--- config.mk ---
export PLATFORM = sky130hd
export DESIGN_NAME = hazard_scoreboard_unit
export DESIGN_NICKNAME = d
export VERILOG_FILES = /design/src/rtl/hazard_scoreboard_unit.sv
export SDC_FILE = /design/constraint.sdc
export NUM_CORES = 1
export LEC_CHECK = 0
export BUFFER_PORTS_ARGS = -buffer_cell sky130_fd_sc_hd__clkbuf_2
export CAP_MARGIN = 20
export CORE_ASPECT_RATIO = 0.7
export CORE_UTILIZATION = 50
export CTS_CLUSTER_DIAMETER = 200
export DETAILED_ROUTE_END_ITERATION = 7
export PLACE_DENSITY = 0.76
export SLEW_MARGIN = 30
export SYNTH_ARGS = -nofsm -noshare
export SYNTH_HDL_FRONTEND = slang
export SYNTH_SLANG_ARGS = --single-unit
--- constraint.sdc ---
create_clock -name i_clk -period 2.9 [get_ports i_clk]
set_input_delay 0 -clock i_clk [delete_from_list [all_inputs] [get_ports i_clk]]
set_output_delay 0 -clock i_clk [all_outputs]
set_load 0.005 [all_outputs]
--- src/rtl/hazard_scoreboard_unit.sv ---
// Hazard, forwarding and multi-cycle scoreboard unit for the 5-stage RV core.
// Purpose: combinational EX/branch forwarding selects and stall/flush control,
// plus a registered scoreboard tracking the destination of one outstanding
// multi-cycle (div/mul) op, a BUSY/IDLE tracker and a sticky watchdog flag.
// Ports:
//   i_clk, i_rst_n                      clock, async active-low reset
//   i_rs1_d/i_rs2_d/i_rd_d, ...         D-stage indices and controls
//   i_rs1_e/i_rs2_e/i_rd_e, ...         E-stage indices and controls
//   i_rd_m/i_rd_w, ...                  M/W destination indices and controls
//   i_mc_done                           multi-cycle result in W this cycle
//   o_stall_f/o_stall_d                 hold PC and IF/ID
//   o_flush_d/o_flush_e                 bubble IF/ID and ID/EX
//   o_forward_ae/be                     ALU operand selects
//   o_branch_forward_ae/be              D-stage comparator selects
//   o_mc_busy, o_mc_timeout             multi-cycle state, sticky watchdog
//   o_sb_pending                        scoreboard vector (debug)
module hazard_scoreboard_unit #(
  parameter int unsigned NREG       = 32,
  parameter int unsigned REG_W      = 5,
  parameter int unsigned MC_TIMEOUT = 64,
  parameter bit          BR_FWD_EX  = 1'b1
) (
  input  logic             i_clk,
  input  logic             i_rst_n,
  input  logic [REG_W-1:0] i_rs1_d,
  input  logic [REG_W-1:0] i_rs2_d,
  input  logic [REG_W-1:0] i_rd_d,
  input  logic             i_regwrite_d,
  input  logic             i_is_branch_d,
  input  logic             i_mc_op_d,
  input  logic             i_pcsrc_d,
  input  logic [REG_W-1:0] i_rs1_e,
  input  logic [REG_W-1:0] i_rs2_e,
  input  logic [REG_W-1:0] i_rd_e,
  input  logic             i_regwrite_e,
  input  logic             i_memtoreg_e,
  input  logic             i_mc_start_e,
  input  logic [REG_W-1:0] i_rd_m,
  input  logic [REG_W-1:0] i_rd_w,
  input  logic             i_regwrite_m,
  input  logic             i_memtoreg_m,
  input  logic             i_regwrite_w,
  input  logic             i_mc_done,
  output logic             o_stall_f,
  output logic             o_stall_d,
  output logic             o_flush_d,
  output logic             o_flush_e,
  output logic [1:0]       o_forward_ae,
  output logic [1:0]       o_forward_be,
  output logic [1:0]       o_branch_forward_ae,
  output logic [1:0]       o_branch_forward_be,
  output logic             o_mc_busy,
  output logic             o_mc_timeout,
  output logic [NREG-1:0]  o_sb_pending
);

  localparam int unsigned WD_W = 10;  // covers MC_TIMEOUT up to 1023

  typedef enum logic {StIdle, StBusy} state_e;

  state_e           r_state;
  logic [NREG-1:0]  r_sb_pending;
  logic [REG_W-1:0] r_mc_rd;
  logic [WD_W-1:0]  r_wd_cnt;
  logic             r_mc_timeout;

  logic w_stall;

  // x0 never produces a hazard or a forward.
  function automatic logic f_match(input logic [REG_W-1:0] a, input logic [REG_W-1:0] b);
    return (a != '0) && (a == b);
  endfunction

  function automatic logic [1:0] f_fwd_e(input logic [REG_W-1:0] rs);
    if (i_regwrite_m && f_match(i_rd_m, rs))      return 2'b10;
    else if (i_regwrite_w && f_match(i_rd_w, rs)) return 2'b01;
    else                                          return 2'b00;
  endfunction

  function automatic logic [1:0] f_fwd_br(input logic [REG_W-1:0] rs);
    if (BR_FWD_EX && i_regwrite_e && !i_memtoreg_e && f_match(i_rd_e, rs)) return 2'b01;
    else if (i_regwrite_m && !i_memtoreg_m && f_match(i_rd_m, rs))         return 2'b10;
    else if (i_regwrite_w && f_match(i_rd_w, rs))                          return 2'b11;
    else                                                                   return 2'b00;
  endfunction

  always_comb begin
    o_forward_ae        = f_fwd_e(i_rs1_e);
    o_forward_be        = f_fwd_e(i_rs2_e);
    o_branch_forward_ae = f_fwd_br(i_rs1_d);
    o_branch_forward_be = f_fwd_br(i_rs2_d);
  end

  always_comb begin
    w_stall = 1'b0;
    // Load-use
    if (i_memtoreg_e && (f_match(i_rd_e, i_rs1_d) || f_match(i_rd_e, i_rs2_d))) w_stall = 1'b1;
    // Branch compares in D but the load value only exists after M
    if (i_is_branch_d && i_memtoreg_m &&
        (f_match(i_rd_m, i_rs1_d) || f_match(i_rd_m, i_rs2_d))) w_stall = 1'b1;
    // Without E->D forwarding, a branch must wait for the E result
    if (!BR_FWD_EX && i_is_branch_d && i_regwrite_e &&
        (f_match(i_rd_e, i_rs1_d) || f_match(i_rd_e, i_rs2_d))) w_stall = 1'b1;
    // Scoreboard is read registered: dependents still stall in the mc_done cycle
    if (r_sb_pending[i_rs1_d] || r_sb_pending[i_rs2_d]) w_stall = 1'b1;
    if (i_regwrite_d && r_sb_pending[i_rd_d]) w_stall = 1'b1;
    // Only one multi-cycle op may be outstanding
    if (i_mc_op_d && ((r_state == StBusy) || i_mc_start_e)) w_stall = 1'b1;
  end

  always_comb begin
    o_stall_f    = w_stall;
    o_stall_d    = w_stall;
    o_flush_e    = w_stall;
    // A stalled branch has not resolved yet, so it must not redirect.
    o_flush_d    = i_pcsrc_d && !w_stall;
    o_mc_busy    = (r_state == StBusy);
    o_mc_timeout = r_mc_timeout;
    o_sb_pending = r_sb_pending;
  end

  always_ff @(posedge i_clk or negedge i_rst_n) begin
    if (!i_rst_n) begin
      r_state      <= StIdle;
      r_sb_pending <= '0;
      r_mc_rd      <= '0;
      r_wd_cnt     <= '0;
      r_mc_timeout <= 1'b0;
    end else begin
      unique case (r_state)
        StIdle: begin
          // mc_done while idle is ignored
          if (i_mc_start_e) begin
            r_state  <= StBusy;
            r_mc_rd  <= i_rd_e;
            r_wd_cnt <= '0;
            if (i_regwrite_e && (i_rd_e != '0)) r_sb_pending[i_rd_e] <= 1'b1;
          end
        end
        StBusy: begin
          // a second mc_start_e while busy is ignored
          if (i_mc_done) begin
            r_state               <= StIdle;
            r_sb_pending[r_mc_rd] <= 1'b0;
          end else if (r_wd_cnt == WD_W'(MC_TIMEOUT - 1)) begin
            r_state               <= StIdle;
            r_sb_pending[r_mc_rd] <= 1'b0;
            r_mc_timeout          <= 1'b1;
          end else begin
            r_wd_cnt <= r_wd_cnt + WD_W'(1);
          end
        end
        default: r_state <= StIdle;
      endcase
    end
  end

endmodule

Word-level counts from Yosys, hierarchy flattened
Cells that the tools add are included.
W data, S select, Z words.
{"block": "word_totals", "regBits": 49, "input_bits": 53, "wordCells": 117}
{"block": "op_classes", "eq_ne": 16, "order_cmp": 7, "addsub": 1, "reduce_logical": 45, "mux": 38, "bitwise_logic": 5}
{"cell": "$mux W32", "n": 4}
{"cell": "$pmux W32 S2", "n": 1}
{"cell": "$eq A5 B5 Y1", "n": 10}
{"cell": "$and A32 B32 Y32", "n": 1}
{"cell": "$not A32 Y32", "n": 1}
{"cell": "$or A32 B32 Y32", "n": 1}
{"cell": "$logic_and A1 B1 Y1", "n": 31}
{"cell": "$lt A5 B6 Y1 const B", "n": 5}
{"cell": "$mux W10", "n": 3}
{"cell": "$pmux W10 S2", "n": 1}
{"cell": "$mux W2", "n": 8}
{"cell": "$bmux W1 S5", "n": 3}
{"cell": "$mux W1", "n": 15}
{"cell": "$reduce_bool A5 Y1", "n": 3}
{"cell": "$add A10 B1 Y10 const B", "n": 1}
{"cell": "$demux W1 S5", "n": 2}
{"cell": "$eq A10 B6 Y1 const B", "n": 1}
{"cell": "$ge A5 B1 Y1 const B", "n": 2}
{"cell": "$reduce_and A3 Y1", "n": 3}
{"cell": "$ne A2 B2 Y1 const B", "n": 4}
{"cell": "$logic_or A1 B1 Y1", "n": 4}
{"cell": "$logic_not A1 Y1", "n": 3}
{"cell": "$ne A3 B2 Y1 const B", "n": 1}
{"cell": "$not A1 Y1", "n": 2}
{"cell": "2 further kinds", "n": 2}

Longest topological paths before layout
{"block": "depth", "word_depth": 11, "ltp_mapped": 9}

Worst setup path after synthesis
Ideal clock, no wire load.
{"block": "synth_path", "path_kind": "register to register", "startpoint": "register r_wd_cnt[6]", "endpoint": "register r_sb_pending[2] (netlist: o_sb_pending[2])", "required_ns": 2.779, "setup_ns": 0.121, "path_stages_with_launch": 7, "setup_slack_ns": 0.664, "t_arrival_ns": 2.115, "cell_sequence": "dfrtp_1 or4_4 o31ai_4 a21boi_4 nand2_4 or4_1 a22o_1"}
{"block": "synth_via", "elab_chain_cells": 3}
{"item": "start: declaration", "line_no": "64", "rtl": "logic [WD_W-1:0] r_wd_cnt;"}
{"item": "start signal: assignment", "line_no": "150", "rtl": "r_wd_cnt <= r_wd_cnt + WD_W'(1);"}
{"item": "$eq A10 B6 Y1", "line_no": "145", "rtl": "end else if (r_wd_cnt == WD_W'(MC_TIMEOUT - 1)) begin"}
{"item": "$ne A3 B2 Y1 (no line)"}
{"item": "$reduce_and A3 Y1 (no line)"}
{"item": "end signal: indexed assignment", "line_no": "137", "rtl": "if (i_regwrite_e && (i_rd_e != '0)) r_sb_pending[i_rd_e] <= 1'b1;"}
{"item": "end signal: indexed assignment", "line_no": "144", "rtl": "r_sb_pending[r_mc_rd] <= 1'b0;"}
{"item": "end signal: indexed assignment", "line_no": "147", "rtl": "r_sb_pending[r_mc_rd] <= 1'b0;"}
{"item": "end: declaration", "line_no": "62", "rtl": "logic [NREG-1:0] r_sb_pending;"}
No other way between the ends.
A chain may end at the register's enable or synchronous reset.

Worst setup path after layout
{"block": "layout_path", "startpoint": "register r_wd_cnt[6]", "endpoint": "register r_sb_pending[0] (netlist: o_sb_pending[0])"}
Same word-level chain as after synthesis.

==> flow_metrics.env <==
export IMPL_vdd_drop_max_mv=0.3692
export IMPL_drive_gt1_share_pct=25.55
export IMPL_grt_usage_pct=29.15
export IMPL_use_met1_pct=42.72
export IMPL_finalMaxSlewViolations=0
export IMPL_drv_cap=0
export IMPL_required_ns=3.10
export IMPL_fmax_ghz=0.4033
export IMPL_p_int_uw=1541
export IMPL_placed_area_mm2=0.004307
export IMPL_cts_root_buf="clkbuf_8"
export IMPL_nets=554
export IMPL_port_buffers=98
export IMPL_ys_flop_type="dfrtp_1"
export IMPL_timing_final_crit_share_pct=85.51
export IMPL_cts_buffers=5
export IMPL_synth_edf_count=0
export IMPL_async_reset_ff_share_pct=100.0
export IMPL_power_frac_clock_pct=16.4
export IMPL_swShare_pct=41.62
export IMPL_hold_viol=0
export IMPL_pre_cts_slack_ns=0.4698
export IMPL_syn_nets=483
export IMPL_worst_slew_pin_slew_ns=0.9363
export IMPL_start_kind="register"
export IMPL_num_vias=3741
export IMPL_cp_cell_sequence="or4_4 > o31ai_4 > buf_4 > or4b_1 > o41a_1"
export IMPL_cts_num_sinks=49
export IMPL_post_cts_buffers=0
export IMPL_cts_buffer_depth=2
export IMPL_drt_iter0_drc=396
export IMPL_gp_congestion=0.9268
export IMPL_cts_resized=0
export IMPL_first_global_vias=3342
export IMPL_drtAntennaViolNets=0
export IMPL_arrival_ns=2.68
export IMPL_power_density_mw_per_mm2=598.0
export IMPL_synth_seq_cells=49
export IMPL_p_switching_uw=1099
export IMPL_fp_dieW_um=106.6
export IMPL_row_count=26
export IMPL_finalSetupViolCount=0
export IMPL_endpoint_kind="register"
export IMPL_criticalPathCategory="reg -> reg"
export IMPL_area_growth_pct=15.29
export IMPL_clock_latency_ns=0.32
export IMPL_drt_pass1_iterations=5
export IMPL_yosysUniqueCellTypes=49
export IMPL_yosys_warnings=0
export IMPL_min_period_ns=2.480
export IMPL_place_hpwl_um=8832
export IMPL_core_area_mm2=0.007352
export IMPL_die_h_um=75.21
export IMPL_syn_area_mm2=0.003829
export IMPL_avgViaCountPerCell=6.245
export IMPL_postCtsHoldBufs=1
export IMPL_cp_slowest_cell="or4b_1"
export IMPL_seqPwrFrac_pct=46.9
export IMPL_grt_util_met2_pct=41.94
export IMPL_path_max_fanout=13
export IMPL_maxSlewHeadroom_pct=37.45
export IMPL_met3_usage_pct=7.792
export IMPL_tritoncts="yes"
export IMPL_syn_area_per_cell_um2=8.925
export IMPL_synth_seq_area_share_pct=32.03
export IMPL_min_path_type="in -> reg"
export IMPL_wl_um=11380
export IMPL_final_cell_area_mm2=0.004414
export IMPL_grt_max_degree=38
export IMPL_io_pins=99
export IMPL_finClkSkew_ns=0.008613
export IMPL_slowest_delay_ns=0.58
export IMPL_grt_pass1_wl_um=17650
export IMPL_critPathBufInv=1
export IMPL_status="finished clean"
export IMPL_initial_core_util_pct=52.08
export IMPL_grt_overflow_total=0
export IMPL_insertedDiodeCount=0
export IMPL_power_leakage_uw=0.001996
export IMPL_crit_family="simple AND/OR/NAND/NOR gates"
export IMPL_drcViolationCount=0
export IMPL_antenna_found_initial=0
export IMPL_clk_pin_slew_ns=0.09
export IMPL_rsz0062_at_grt="no"
export IMPL_combinationalPowerShare_pct=36.7
export IMPL_routedWlPerCell_um=19.00
export IMPL_postSynthCellCount=429
export IMPL_busiest_layer="met1"
export IMPL_die_area_mm2=0.008017
export IMPL_timing_setup_tns_ns=0
export IMPL_n_fill_cell=663
export IMPL_setup_ws_ns=0.4202
export IMPL_ctsHtreeMaxLevel=2
==> layer usage <==
metal  wire [um]  vias up  part of all wire, %
met5           0        -                    0
met4         186        0                  1.6
met3        1214       23                   11
met2        4751      223                   42
met1        5228     1801                   46
li1            -     1694                    -
==> final cells by class <==
type | count | area, um2 | area share, %
clock buffer | 5 | 68.82 | 1.559
clock inverter | 3 | 28.78 | 0.6519
inverter | 7 | 26.28 | 0.5952
multi-input combinational | 336 | 2426 | 54.96
sequential | 49 | 1226 | 27.78
tap | 98 | 122.6 | 2.778
timing repair buffer | 101 | 515.5 | 11.68
==> synthesized netlist by cell type (3+ instances only) <==
cell      count  area [um2]
nor3_1        9       45.04
mux2i_1      24       240.2
buf_1         3       11.26
nor2_1       26       97.59
xor2_1       36       315.3
nand2_1      37       138.9
or4_1         6       45.04
mux4_2       14       315.3
xnor2_1      21       183.9
a21oi_1       7       35.03
or3_1         3       18.77
nand3_1      27       135.1
buf_2         3       15.01
nor4_1        8       50.05
and3_1        5       31.28
dfrtp_1      49        1226
a22oi_1       4       30.03
inv_1         7       26.28
nand3b_1     10       75.07
o22a_1        3       26.28
o21ai_0      51       255.2
nor2b_1      10       62.56
clkbuf_1     29       108.9
==> cell usage in the layout (no fill, tap or decap), drive strengths merged, types with 3 or more instances in the layout <==
master    n
clkbuf  102
o21ai    51
dfrtp    49
nand2    38
xor2     36
nand3    27
nor2     26
mux2i    24
xnor2    21
mux4     14
nand3b   10
nor2b    10
nor3      9
inv       9
nor4      8
a21oi     7
or4       7
and3      5
a22oi     4
or3       3
o22a      3
o31ai     3
buf       3
==> flip-flops by register name, summed over array words and instances (netlist names) <==
signal / cells
r_wd_cnt: 10
o_mc_busy: 1
r_mc_rd: 5
o_sb_pending: 32
o_mc_timeout: 1
==> worst min-delay path, delay by kind of cell <==
family	cells	cell delay, ns
AOI/OAI and AO/OA	1	0.16
buffers and inverters	1	0.08
and+or+nand+nor	1	0.07
==> power groups by stage <==
stage	logic [uW]	clock network (uW)	registers [uW]
floorplan	627	0	1070
global placement	939	0	1210
detailed placement	961	0	1220
CTS	968	440	1200
global route	1080	469	1250
finish	968	434	1240
==> through the flow <==
stage | util, % | power [uW] | cells | hold slack (ns)
4_1_cts | 60.04 | 2613 | 599 | 0.02403
6_report | 60.04 | 2640 | 599 | 0.02779
3_5_place_dp | 58.58 | 2181 | 590 | 0.1743
5_1_grt | 60.04 | 2793 | 599 | 0.05875
2_1_floorplan | - | 1698 | 429 | -0.2956
3_3_place_gp | 58.58 | 2154 | 590 | 0.1781
==> kinds of logic after synthesis <==
family | after synthesis | synth area share, %
buffers and inverters | 44 | 4.608
flip-flops | 49 | 32.03
XOR/XNOR | 57 | 13.04
adder cells (fa/ha/maj) | 1 | 0.3267
AND/OR/NAND/NOR | 150 | 20.36
multiplexers | 38 | 14.51
AO/OA/AOI/OAI | 90 | 15.13
==> worst paths after layout <==
| path | from | end | slack [ns] | cells past startpoint |
|---|---|---|---|---|
| min in group asynchronous | i_rst_n | o_sb_pending[20]$_DFFE_PN0P_ | 0.32 | 2 |
| worst max register to register | r_wd_cnt[6]$_DFFE_PN0P_ | o_sb_pending[0]$_DFFE_PN0P_ | 0.42 | 5 |
| worst min-delay path | i_mc_done | o_mc_timeout$_DFFE_PN0P_ | 0.03 | 3 |
| max in group asynchronous | i_rst_n | o_sb_pending[31]$_DFFE_PN0P_ | 1.90 | 3 |
| worst max-delay path | r_wd_cnt[6]$_DFFE_PN0P_ | o_sb_pending[0]$_DFFE_PN0P_ | 0.42 | 5 |
| worst min register to register | o_mc_timeout$_DFFE_PN0P_ | o_mc_timeout$_DFFE_PN0P_ | 0.48 | 1 |
No activity file was read; power rests on OpenSTA's default activity.
